File: src/rtl/cpu_core_seq.sv
// rtl/cpu_core_seq.sv - parametrised stored-program core with fetch/execute sequencing
// Host loads program and registers while idle, pulses run, then observes state.
module cpu_core_seq #(
  parameter  int DATA_W     = 8,
  parameter  int NREG       = 4,
  parameter  int PROG_DEPTH = 16,
  localparam int RW         = $clog2(NREG),
  localparam int PW         = $clog2(PROG_DEPTH),
  localparam int INSTR_W    = 4 + 2 * RW
) (
  input  logic               clk_i,
  input  logic               rst_ni,
  input  logic               prog_we_i,
  input  logic [PW-1:0]      prog_addr_i,
  input  logic [INSTR_W-1:0] prog_data_i,
  input  logic               reg_we_i,
  input  logic [RW-1:0]      reg_addr_i,
  input  logic [DATA_W-1:0]  reg_data_i,
  input  logic               run_i,
  output logic               busy_o,
  output logic               halted_o,
  output logic [PW-1:0]      pc_o,
  input  logic [RW-1:0]      dbg_addr_i,
  output logic [DATA_W-1:0]  dbg_data_o,
  output logic [3:0]         flags_o,
  output logic               retired_o
);

  typedef enum logic [1:0] {S_IDLE, S_FETCH, S_EXEC, S_HALTED} state_t;

  state_t              state_q, state_d;
  logic [PW-1:0]       pc_q, pc_d;
  logic [INSTR_W-1:0]  ir_q, ir_d;
  logic [3:0]          flags_q, flags_d;
  logic                busy_q, busy_d, halted_q, halted_d, retired_q, retired_d;
  logic [DATA_W-1:0]   regs_q [NREG];
  logic [DATA_W-1:0]   regs_d [NREG];
  logic [INSTR_W-1:0]  prog_q [PROG_DEPTH];
  logic [INSTR_W-1:0]  prog_d [PROG_DEPTH];

  logic [3:0]          op;
  logic [RW-1:0]       dst, src;
  logic [DATA_W-1:0]   a, b, y, res;
  logic [DATA_W:0]     sum, diff;
  logic                c, v, wr, upd, taken;

  assign op  = ir_q[INSTR_W-1 -: 4];
  assign dst = ir_q[2*RW-1 -: RW];
  assign src = ir_q[RW-1:0];
  assign a   = regs_q[dst];
  assign b   = regs_q[src];
  // INC/DEC reuse the ADD/SUB paths with a constant one operand
  assign y    = (op == 4'hA || op == 4'hB) ? DATA_W'(1) : b;
  assign sum  = {1'b0, a} + {1'b0, y};
  assign diff = {1'b0, a} - {1'b0, y};

  always_comb begin
    res = '0;
    c   = 1'b0;
    v   = 1'b0;
    wr  = 1'b0;
    upd = 1'b0;
    unique case (op)
      4'h1, 4'hA: begin
        res = sum[DATA_W-1:0];
        c   = sum[DATA_W];
        v   = (a[DATA_W-1] == y[DATA_W-1]) && (res[DATA_W-1] != a[DATA_W-1]);
        wr  = 1'b1;
        upd = 1'b1;
      end
      4'h2, 4'hB, 4'hC: begin
        res = diff[DATA_W-1:0];
        c   = diff[DATA_W];
        v   = (a[DATA_W-1] != y[DATA_W-1]) && (res[DATA_W-1] != a[DATA_W-1]);
        wr  = (op != 4'hC);
        upd = 1'b1;
      end
      4'h3: begin res = a & b; wr = 1'b1; upd = 1'b1; end
      4'h4: begin res = a | b; wr = 1'b1; upd = 1'b1; end
      4'h5: begin res = a ^ b; wr = 1'b1; upd = 1'b1; end
      4'h6: begin res = ~a;    wr = 1'b1; upd = 1'b1; end
      4'h7: begin res = a << 1; c = a[DATA_W-1]; wr = 1'b1; upd = 1'b1; end
      4'h8: begin res = a >> 1; c = a[0];        wr = 1'b1; upd = 1'b1; end
      4'h9: begin res = b; wr = 1'b1; upd = 1'b1; end
      default: ;
    endcase
  end

  assign taken = (op == 4'hD && flags_q[1]) || (op == 4'hE && !flags_q[1]);

  always_comb begin
    state_d   = state_q;
    pc_d      = pc_q;
    ir_d      = ir_q;
    flags_d   = flags_q;
    busy_d    = busy_q;
    halted_d  = halted_q;
    retired_d = 1'b0;
    regs_d    = regs_q;
    prog_d    = prog_q;
    unique case (state_q)
      S_IDLE, S_HALTED: begin
        if (prog_we_i) prog_d[prog_addr_i] = prog_data_i;
        if (reg_we_i)  regs_d[reg_addr_i]  = reg_data_i;
        if (run_i) begin
          pc_d     = '0;
          flags_d  = '0;
          halted_d = 1'b0;
          busy_d   = 1'b1;
          state_d  = S_FETCH;
        end
      end
      S_FETCH: begin
        ir_d      = prog_q[pc_q];
        retired_d = 1'b1;
        state_d   = S_EXEC;
      end
      S_EXEC: begin
        if (wr)  regs_d[dst] = res;
        if (upd) flags_d = {res[DATA_W-1], v, (res == '0), c};
        if (op == 4'hF || (!taken && pc_q == PW'(PROG_DEPTH - 1))) begin
          busy_d   = 1'b0;
          halted_d = 1'b1;
          state_d  = S_HALTED;
        end else begin
          pc_d    = taken ? PW'(b) : pc_q + 1'b1;
          state_d = S_FETCH;
        end
      end
      default: state_d = S_IDLE;
    endcase
  end

  always_ff @(posedge clk_i or negedge rst_ni) begin
    if (!rst_ni) begin
      state_q   <= S_IDLE;
      pc_q      <= '0;
      ir_q      <= '0;
      flags_q   <= '0;
      busy_q    <= 1'b0;
      halted_q  <= 1'b0;
      retired_q <= 1'b0;
      regs_q    <= '{default: '0};
      prog_q    <= '{default: '0};
    end else begin
      state_q   <= state_d;
      pc_q      <= pc_d;
      ir_q      <= ir_d;
      flags_q   <= flags_d;
      busy_q    <= busy_d;
      halted_q  <= halted_d;
      retired_q <= retired_d;
      regs_q    <= regs_d;
      prog_q    <= prog_d;
    end
  end

  assign busy_o     = busy_q;
  assign halted_o   = halted_q;
  assign retired_o  = retired_q;
  assign pc_o       = pc_q;
  assign flags_o    = flags_q;
  assign dbg_data_o = regs_q[dbg_addr_i];

endmodule

File: config.mk
export PLATFORM = sky130hd
export DESIGN_NAME = cpu_core_seq
export DESIGN_NICKNAME = d
export VERILOG_FILES = /design/src/rtl/cpu_core_seq.sv
export SDC_FILE = /design/constraint.sdc
export NUM_CORES = 1
export LEC_CHECK = 0
export CORE_UTILIZATION = 60
export DETAILED_ROUTE_END_ITERATION = 10
export DONT_BUFFER_PORTS = 1
export GPL_TIMING_DRIVEN = 0
export PLACE_DENSITY = 0.75
export SLEW_MARGIN = 5
export SYNTH_ARGS = -nofsm -noshare
export SYNTH_HDL_FRONTEND = slang
export SYNTH_SLANG_ARGS = --single-unit
export TNS_END_PERCENT = 50
File: constraint.sdc
create_clock -name clk_i -period 6.35 [get_ports clk_i]
set_input_delay 1.27 -clock clk_i [delete_from_list [all_inputs] [get_ports clk_i]]
set_output_delay 1.27 -clock clk_i [all_outputs]
set_load 0.02 [all_outputs]
==> results by group, run 1 <==
Worst setup path
  – Max FO, Critical Path: 9
  – CP arrival: 4490 ps
  – Critical Path Start Type: flip-flop
  – Type of destination of the critical path: flip-flop
  – CP Data Required Time: 6730 ps
  – CP bufs+invs: 3
  – CP max-delay cell: clkbuf_1
  – Crit path depth: 14
  – Delay-heaviest family, CP: compound AO/OA/AOI/OAI gates
  – Worst-path cell chain: clkbuf_1, mux4_2, inv_1, nand2_1, ha_1, inv_1, fa_1, nor3_1, nor3_1, a221o_1, a21oi_1, nand2_1, nor4_2, a41o_1
  – R2R cell count: 14
  – Crit path kind: reg -> reg
  – Slowest stage delay, CP: 530 ps

Logic synthesis
  – Post-synth top cells: dfrtp_1 (181), mux2_2 (137), nand2_1 (74)
  – Distinct cells, synth: 72
  – Share of the synthesized area in the top cell type: 42.1%
  – Synth Warn #: 0
  – Syn_nets: 974
  – Post-synthesis sequential area ratio: 42.1%
  – Post-synth EDFFs: 0
  – Syn Inst Count: 906
  – Syn_area_per_cell: 11.9 µm²
  – Synth Cell Area: 10800 µm²
  – Most common cell in the netlist: dfrtp_1
  – Synthesized flop and latch total: 181
  – Leading area contributor after synthesis: dfrtp_1
  – Async SR Flop Fraction: 100%
  – Top FF cell, synth: dfrtp_1
  – Area contributors post-synth: dfrtp_1 (42%), mux2_2 (14%), mux4_2 (12%), ha_1 (4.3%), nand2_1 (2.6%)

Detailed routing
  – # DRC: 0
  – Vias: 7849
  – Final wirelength: 28000 µm
  – DR iter-0 viols: 766
  – Vias per cell: 6.75
  – TritonRoute pass-1 iters: 6
  – Routed Antenna Nets: 0
  – Routed length per instance: 24.0 µm

Timing
  – Max-slew violation count: 0
  – Min Tclk post-route: 4120 ps
  – Slew margin rel.: 9.74%
  – Layout Skew: 8.11 ps
  – Hold_ws: 504 ps
  – Setup TNS: 0 ps
  – Worst-margin pin slew: 1340 ps
  – Final cycle utilization of the critical path: 64.8%
  – Highest Clock Rate: 243 MHz
  – Final setup violation count: 0
  – Fin. Hold Viols: 0
  – RSZ-0062 raised after global routing: no

Floorplanning
  – Die area: 18500 µm²
  – Die width: 136 µm
  – Core box area: 17400 µm²
  – Top Ports: 48
  – Cell Rows: 48
  – Initial Util: 61.7%
  – Chip height: 136 µm

Outcome
  – Run status: complete, no violations

Layout
  – Syn-to-layout area delta: 8.15%
  – Final Util: 66.8%
  – Final nets: 994
  – N_diodes: 0
  – Share of cells above drive strength 1: 26.9%
  – Final Cell Area: 11600 µm²

Clock network
  – Post-CTS Repair Setup Buffers: 0
  – Worst skew pair latency: 440 ps
  – Post-CTS Resized: 0
  – Hold buffer count at CTS: 0
  – Num CTS Buffers: 17
  – Root buffer cell: clkbuf_16
  – Clock sinks: 181
  – Clk buf depth: 2
  – Clock transition at path regs: 70 ps
  – CTS tree: done
  – H-tree Lvls: 4

Power
  – Int Power: 3700 µW
  – Leak pwr: 0.00500 µW
  – Clock network fraction of design power: 16.8%
  – Cell area power density: 540 nW/µm²
  – Logic pwr share: 51.0%
  – Total power: 6280 µW
  – Sequential power share: 32.2%
  – Peak supply drop: 0.000345 V
  – Psw: 2580 µW
  – Sw Share: 41.1%

Global route
  – Initial antenna violation count: 0
  – Largest net degree at the start of global routing: 182
  – Vias in the first global route: 7826
  – Gr usage total: 32.7%
  – GR Overflow Total: 0
  – Global-route wire length before repair: 44100 µm

Placed design
  – Port Buffers: 0
  – Post-Place Cell Area: 11100 µm²
  – Routability cong.: 0.902
  – HPWL Detailed: 19000 µm

Hold path
  – Worst Hold Class: reg -> reg
  – Worst hold path depth: 1

Job
  – Max-Cap Viols: 0
-- final cells by class --
type / instances / area, µm²
clock inverter: 11 / 111
buffer: 56 / 253
inverter: 37 / 139
fill: 1347 / 5790
multi-input combinational: 632 / 5840
clock buffer: 20 / 467
timing repair buffer: 1 / 11.3
tap: 225 / 282
sequential: 181 / 4530
-- path summary, 6_finish.rpt --
check / to / from / slack (ps)
setup / recovery: flags_o[1] / ir_q[1] / 2230
hold / removal: prog_q[106] / prog_q[106] / 500
setup reg to reg: flags_o[1] / ir_q[1] / 2230
hold reg to reg: prog_q[106] / prog_q[106] / 500
max in group asynchronous: prog_q[126] / rst_ni / 5610
min in group asynchronous: prog_q[59] / rst_ni / 520
-- through the flow --
| step | std cells | setup slack [ps] |
|---|---|---|
| floorplan | 906 | 2750 |
| global placement | 1131 | 2420 |
| detailed placement | 1132 | 2380 |
| CTS | 1163 | 2360 |
| global route | 1163 | 2090 |
| finish | 1163 | 2230 |
-- flip-flops by register name, summed over array words and instances (netlist names) --
signal     flops
retired_o      1
ir_q           8
pc_o           4
regs_q        32
prog_q       128
halted_o       1
flags_o        4
busy_o         1
state_q        2
-- worst reg2reg max path, stage by stage, from the launching register on --
cell,delay [ps]
dfrtp_1,330
clkbuf_1,530
mux4_2,420
inv_1,120
nand2_1,130
ha_1,210
inv_1,70
fa_1,460
nor3_1,220
nor3_1,110
a221o_1,360
a21oi_1,530
nand2_1,140
nor4_2,210
a41o_1,200
-- cell usage in the layout, fill, tap and decap left out, drive strengths merged, types with 3 or more instances in the layout --
| cell type | synthesis | final |
|---|---|---|
| nor2b | 15 | 15 |
| ha | 37 | 37 |
| a22oi | 17 | 17 |
| o221ai | 5 | 5 |
| buf | 19 | 20 |
| clkinv | 0 | 4 |
| o21bai | 4 | 4 |
| nand3 | 8 | 8 |
| o21ai | 63 | 63 |
| nor2 | 38 | 38 |
| nand2b | 22 | 22 |
| or2 | 4 | 4 |
| inv | 37 | 43 |
| a21oi | 26 | 26 |
| a22o | 4 | 4 |
| o31a | 4 | 4 |
| o2111ai | 4 | 4 |
| nand2 | 74 | 74 |
| a221o | 5 | 5 |
| mux2 | 137 | 137 |
| a32oi | 6 | 6 |
| clkbuf | 37 | 57 |
| and3 | 3 | 3 |
| dfrtp | 181 | 181 |
| nor3b | 7 | 7 |
| o32ai | 3 | 3 |
| a31oi | 3 | 3 |
| nor4 | 3 | 3 |
| nor3 | 13 | 13 |
| nand3b | 6 | 6 |
| o22a | 12 | 12 |
| o2bb2ai | 3 | 3 |
| mux4 | 63 | 63 |
| mux2i | 3 | 3 |
-- layer usage --
layer | GRT usage (%) | vias up | part of all wire [%]
met5 | 0 | - | 0
met4 | 11.2 | 0 | 2.4
met3 | 8.02 | 50 | 8.6
met2 | 49.6 | 350 | 46
met1 | 46.2 | 4006 | 43
li1 | - | 3443 | -
-- logic make-up after synthesis --
group,count (synthesis),share of synthesized area [%]
mux,203,28.0
compound gates,182,11.7
fa+ha+maj,39,4.68
buf+inv,93,3.64
xor+xnor,1,0.0815
flops,181,42.1
simple gates,207,9.76
-- power groups by stage --
stage	Clock (µW)	Combinational (µW)	Sequential, µW
2_1_floorplan	0	2440	1910
3_3_place_gp	0	3060	1990
3_5_place_dp	0	3120	2020
4_1_cts	1060	3150	2010
5_1_grt	1100	3470	2090
6_report	1050	3200	2020
No activity file was read; power rests on OpenSTA's default activity.
==> run 2: changes to the inputs <==
==> constraint.sdc (replaced) <==
create_clock -name clk_i -period 4.2 [get_ports clk_i]
set_input_delay 0.84 -clock clk_i [delete_from_list [all_inputs] [get_ports clk_i]]
set_output_delay 0.84 -clock clk_i [all_outputs]
set_load 0.02 [all_outputs]
==> run 2 against run 1 <==
Sequential power is 52% higher; largest cell class unchanged; clock skew hardly changed; largest power group unchanged; sequential share of layout area hardly changed; total power is 52% higher; setup slack worse by 2000 ps; critical endpoint is now regs_q[14].
==> results by group, run 2 (synthesized netlist as in run 1, its figures left out) <==
Power
  – Cell area power density: 819 nW/µm²
  – Total power: 9530 µW
  – Peak supply drop: 0.000508 V
  – Leak pwr: 0.00500 µW

Worst setup path
  – Crit. Startpoint: ir_q[6]
  – Crit path kind: reg -> reg
  – Type of destination of the critical path: flip-flop
  – CP Data Required Time: 4500 ps
  – CP arrival: 4260 ps
  – Worst Setup EP: regs_q[14]
  – Critical Path Start Type: flip-flop
  – R2R cell count: 14
  – Setup slack, reg-to-reg: 240 ps
  – Max FO, Critical Path: 10
  – R2r startpoint: ir_q[6]
  – R2r endpoint: regs_q[14]

Layout
  – Share of cells above drive strength 1: 27.1%
  – Syn-to-layout area delta: 8.23%
  – Commonest non-fill, non-tap cells in the layout: dfrtp_1 (181), mux2_2 (137), nand2_1 (74), mux4_2 (57), o21ai_0 (53)
  – Final nets: 993
  – FILL cells: 1346
  – Most common library cell in the layout ignoring fill and taps: dfrtp_1
  – N_diodes: 0
  – Max FFs per register: 128
  – Largest regs: prog_q (128), regs_q (32), ir_q (8)
  – Most flop-heavy register: prog_q

Clock network
  – Root buffer cell: clkbuf_16
  – Clock transition at path regs: 70 ps
  – Num CTS Buffers: 17
  – H-tree Lvls: 4
  – Post-CTS Repair Setup Buffers: 0
  – Clock sinks: 181
  – Clk buf depth: 2
  – CTS tree: done
  – Worst skew pair latency: 440 ps

Floorplanning
  – Die area: 18500 µm²
  – Initial Util: 61.7%
  – Top Ports: 48
  – Cell Rows: 48
  – Die width: 136 µm
  – Chip height: 136 µm
  – Core box area: 17400 µm²

Global route
  – GR Overflow Total: 0
  – Vias in the first global route: 7826
  – Global-route wire length before repair: 44100 µm
  – Gr usage total: 32.7%
  – Largest net degree at the start of global routing: 182
  – Initial antenna violation count: 0

Detailed routing
  – Vias per cell: 6.80
  – Final wirelength: 28100 µm
  – Routed Antenna Nets: 0
  – # DRC: 0
  – Routed length per instance: 24.2 µm
  – TritonRoute pass-1 iters: 6
  – Vias: 7902
  – DR iter-0 viols: 828

Timing
  – Worst-margin pin slew: 1350 ps
  – Layout Skew: 7.79 ps
  – Highest Clock Rate: 252 MHz
  – Setup TNS: 0 ps
  – Max-slew violation count: 0
  – Fin. Hold Viols: 0
  – Final setup violation count: 0
  – RSZ-0062 raised after global routing: no
  – Slew margin rel.: 9.13%
  – Min Tclk post-route: 3960 ps
  – Final cycle utilization of the critical path: 94.4%

Outcome
  – Run status: complete, no violations

Job
  – Max-Cap Viols: 0

Placed design
  – Port Buffers: 0
  – HPWL Detailed: 19000 µm
  – Routability cong.: 0.902

Hold path
  – Worst Hold Class: in -> async
==> run 2: changes by cell type in the layout (fill, tap and decap cells not counted), sizes merged <==
cell / change
buf: -1
==> run 2: how the worst min path moves through the flow <==
stage,start,end,slack [ps],cells after the start
2_1_floorplan,prog_q[104],prog_q[104],470,1
3_3_place_gp,prog_q[106],prog_q[106],480,1
3_5_place_dp,prog_q[104],prog_q[104],490,1
4_1_cts,rst_ni,prog_q[65],80,0
5_1_grt,rst_ni,prog_q[81],80,0
6_report,rst_ni,prog_q[57],90,0
==> run 2: per-layer routing <==
| layer | part of all wire [%] | global-route usage (%) |
|---|---|---|
| met3 | 9.0 | 8.02 |
| met2 | 47 | 49.6 |
| met4 | 2.5 | 11.2 |
| met1 | 42 | 46.2 |
| met5 | 0 | 0 |
==> run 2: worst max-delay path, cell delays in order, from the launching register on <==
cell and delay, ps:
dfrtp_1 380, buf_2 180, clkbuf_1 240, nand3b_1 430, nand2_1 230, ha_1 210
inv_1 70, fa_1 460, nor3_1 220, nor3_1 110, o31a_1 290, a221o_1 410
a21oi_4 270, a2bb2oi_1 240, o21ai_1 90
==> run 2: where the power goes <==
group | internal (µW) | leakage (µW) | switching (µW)
Clock | 875 | 0.000291 | 712
Combinational | 2190 | 0.00237 | 2680
Sequential | 2540 | 0.00234 | 535
==> run 2: stage by stage <==
| step | std cells | util (%) | hold slack [ps] | setup WS [ps] | area [µm²] |
|---|---|---|---|---|---|
| 3_3_place_gp | 1131 | 63.4 | 481 | 274 | 11000 |
| 3_5_place_dp | 1132 | 63.4 | 488 | 232 | 11100 |
| 4_1_cts | 1163 | 66.8 | 84.6 | 214 | 11600 |
| 6_report | 1162 | 66.8 | 91.4 | 236 | 11600 |
| 2_1_floorplan | 906 | - | 474 | 933 | 10800 |
| 5_1_grt | 1162 | 66.8 | 78.3 | 0.0555 | 11600 |
==> run 2: timing repair <==
action | 4_1_cts | 5_1_grt
hold buffers | 0 | 0
setup endpoints to repair | 0 | 3
gates resized for setup | 0 | 3
==> run 2: final cells by class <==
cell class	count	area [µm²]	area share (%)
repair buffers	1	11.3	0.0968
multi-input cells	632	5850	50.3
clock buffers	20	467	4.01
plain buffers	55	250	2.15
inverters	37	139	1.19
flip-flops and latches	181	4530	38.9
well taps	225	282	2.42
clock inverters	11	111	0.957
==> run 3: changes to the inputs <==
--- a/config.mk
+++ b/config.mk
@@ -10,7 +10,7 @@
 export DONT_BUFFER_PORTS = 1
 export GPL_TIMING_DRIVEN = 0
 export PLACE_DENSITY = 0.75
-export SLEW_MARGIN = 5
+export SLEW_MARGIN = 10
 export SYNTH_ARGS = -nofsm -noshare
 export SYNTH_HDL_FRONTEND = slang
 export SYNTH_SLANG_ARGS = --single-unit
==> run 3 against run 2 <==
First-iteration DRC count shrank 5.3%; combinational power about the same; sequential power about the same; sequential cell count unchanged; sequential share of layout area about the same; via count down 0.22%; critical path type unchanged; core utilization increased by 0.050 points; register-to-register slack improved by 80 ps.
==> results by group, run 3 (synthesized netlist as in run 1, its figures left out) <==
Outcome
  – Run status: complete, no violations

Job
  – Max-Cap Viols: 0

Detailed routing
  – Routed length per instance: 24.0 µm
  – # DRC: 0
  – Routed Antenna Nets: 0
  – Final wirelength: 28000 µm
  – Vias: 7885
  – Vias per cell: 6.78
  – TritonRoute pass-1 iters: 5
  – DR iter-0 viols: 784

Worst setup path
  – Worst-path cell chain: mux4_2, inv_1, nand2_1, ha_1, inv_1, fa_1, nor3_1, nor3_1, o31a_1, a221o_1, a21oi_2, a2bb2oi_1, o21ai_1
  – Max FO, Critical Path: 9
  – Type of destination of the critical path: flip-flop
  – CP arrival: 4190 ps
  – R2r startpoint: ir_q[1]
  – CP max-delay cell: dfrtp_1
  – R2r endpoint: regs_q[14]
  – CP Data Required Time: 4500 ps
  – Setup slack, reg-to-reg: 320 ps
  – Crit path kind: reg -> reg
  – Slowest stage delay, CP: 690 ps
  – CP bufs+invs: 2
  – Delay-heaviest family, CP: compound AO/OA/AOI/OAI gates
  – R2R cell count: 13
  – Critical Path Start Type: flip-flop

Layout
  – Final nets: 994
  – Most common library cell in the layout ignoring fill and taps: dfrtp_1
  – Largest regs: prog_q (128), regs_q (32), ir_q (8)
  – Fin cells: 1163
  – Final Cell Area: 11600 µm²
  – Share of cells above drive strength 1: 27.2%
  – N_diodes: 0
  – Reg area: 4530 µm²
  – Most flop-heavy register: prog_q
  – Multi-input logic area: 5850 µm²
  – FILL cells: 1323
  – Max FFs per register: 128
  – Syn-to-layout area delta: 8.31%
  – Commonest non-fill, non-tap cells in the layout: dfrtp_1 (181), mux2_2 (137), nand2_1 (74), mux4_2 (57), o21ai_0 (53)

Power
  – Psw: 3910 µW
  – Sequential power share: 32.2%
  – Cell area power density: 817 nW/µm²
  – Leak pwr: 0.00501 µW
  – Clock network fraction of design power: 16.8%
  – Logic pwr share: 50.9%
  – Sw Share: 41.2%
  – Peak supply drop: 0.000617 V
  – Total power: 9510 µW
  – Int Power: 5600 µW

Placed design
  – Routability cong.: 0.902
  – HPWL Detailed: 19100 µm
  – Placed insts: 1132
  – Post-Place Cell Area: 11100 µm²
  – Port Buffers: 0

Clock network
  – Clock sinks: 181
  – Root buffer cell: clkbuf_16
  – Clk buf depth: 2
  – CTS tree: done
  – H-tree Lvls: 4
  – Worst skew pair latency: 440 ps
  – Clock transition at path regs: 70 ps
  – Num CTS Buffers: 17

Timing
  – Min Tclk post-route: 3880 ps
  – Max-slew violation count: 0
  – Fin. Hold Viols: 0
  – Layout Skew: 8.77 ps
  – Slew margin rel.: 26.7%
  – Final setup violation count: 0
  – Hold_ws: 90.7 ps
  – Final cycle utilization of the critical path: 92.5%
  – Highest Clock Rate: 257 MHz
  – RSZ-0062 raised after global routing: no
  – Setup TNS: 0 ps
  – Worst-margin pin slew: 1100 ps

Floorplanning
  – Top Ports: 48
  – Die width: 136 µm
  – Die area: 18500 µm²
  – Core box area: 17400 µm²
  – Cell Rows: 48
  – Chip height: 136 µm
  – Initial Util: 61.7%

Global route
  – Global Route met3 Usage: 9.13%
  – Grt met1 use: 47.0%
  – Vias in the first global route: 7724
  – Largest net degree at the start of global routing: 182
  – M2 GR Usage: 49.0%
  – Busiest layer in global routing: met2
  – Initial antenna violation count: 0
  – Global-route wire length before repair: 44200 µm
  – GR Overflow Total: 0
  – Gr usage total: 32.7%

Hold path
  – Worst Hold Class: in -> async
[run 3: timing repair]
action	in CTS	in global routing
gates resized for setup	0	2
setup buffers	0	1
hold buffers	0	0
endpoints found under the setup margin	0	5
[run 3: routing by layer]
metal / wire length [µm] / share of wire (%)
met1: 12100 / 43
met2: 12900 / 46
met3: 2420 / 8.6
met4: 458 / 1.6
met5: 0 / 0
[run 3: power groups by stage]
stage | sequential, µW | combinational, µW | clock [µW]
final | 3070 | 4840 | 1600
after global routing | 3170 | 5270 | 1680
after CTS | 3030 | 4760 | 1610
after detailed placement | 3060 | 4720 | 0
after global placement | 3010 | 4620 | 0
after floorplan | 2890 | 3690 | 0
[run 3: worst max path at each step]
stage	slack [ps]	to	from	depth (start not counted)
finish	320	regs_q[14]	ir_q[1]	13
global route	150	regs_q[14]	ir_q[1]	13
CTS	200	flags_o[1]	ir_q[1]	14
detailed placement	220	flags_o[1]	ir_q[1]	14
global placement	270	regs_q[14]	ir_q[1]	14
floorplan	930	regs_q[14]	ir_q[6]	14
[run 3: area by class of cell]
type                    count  share of cell area [%]
multi-input cells         632                    50.2
flip-flops and latches    181                    38.9
clock buffers              20                    4.01
well taps                 225                    2.42
plain buffers              55                    2.15
inverters                  37                    1.19
clock inverters            11                   0.956
repair buffers              2                   0.161
[run 3: worst register-to-register path: stages, from the launching register on]
cell,delay [ps]
dfrtp_1,690
mux4_2,390
inv_1,120
nand2_1,130
ha_1,200
inv_1,70
fa_1,460
nor3_1,220
nor3_1,120
o31a_1,290
a221o_1,370
a21oi_2,340
a2bb2oi_1,250
o21ai_1,90
[run 3: stage by stage]
| step | worst slack (ps) | util, % |
|---|---|---|
| floorplan | 933 | - |
| global placement | 274 | 63.4 |
| detailed placement | 218 | 63.5 |
| CTS | 198 | 66.8 |
| global route | 151 | 66.9 |
| finish | 316 | 66.9 |
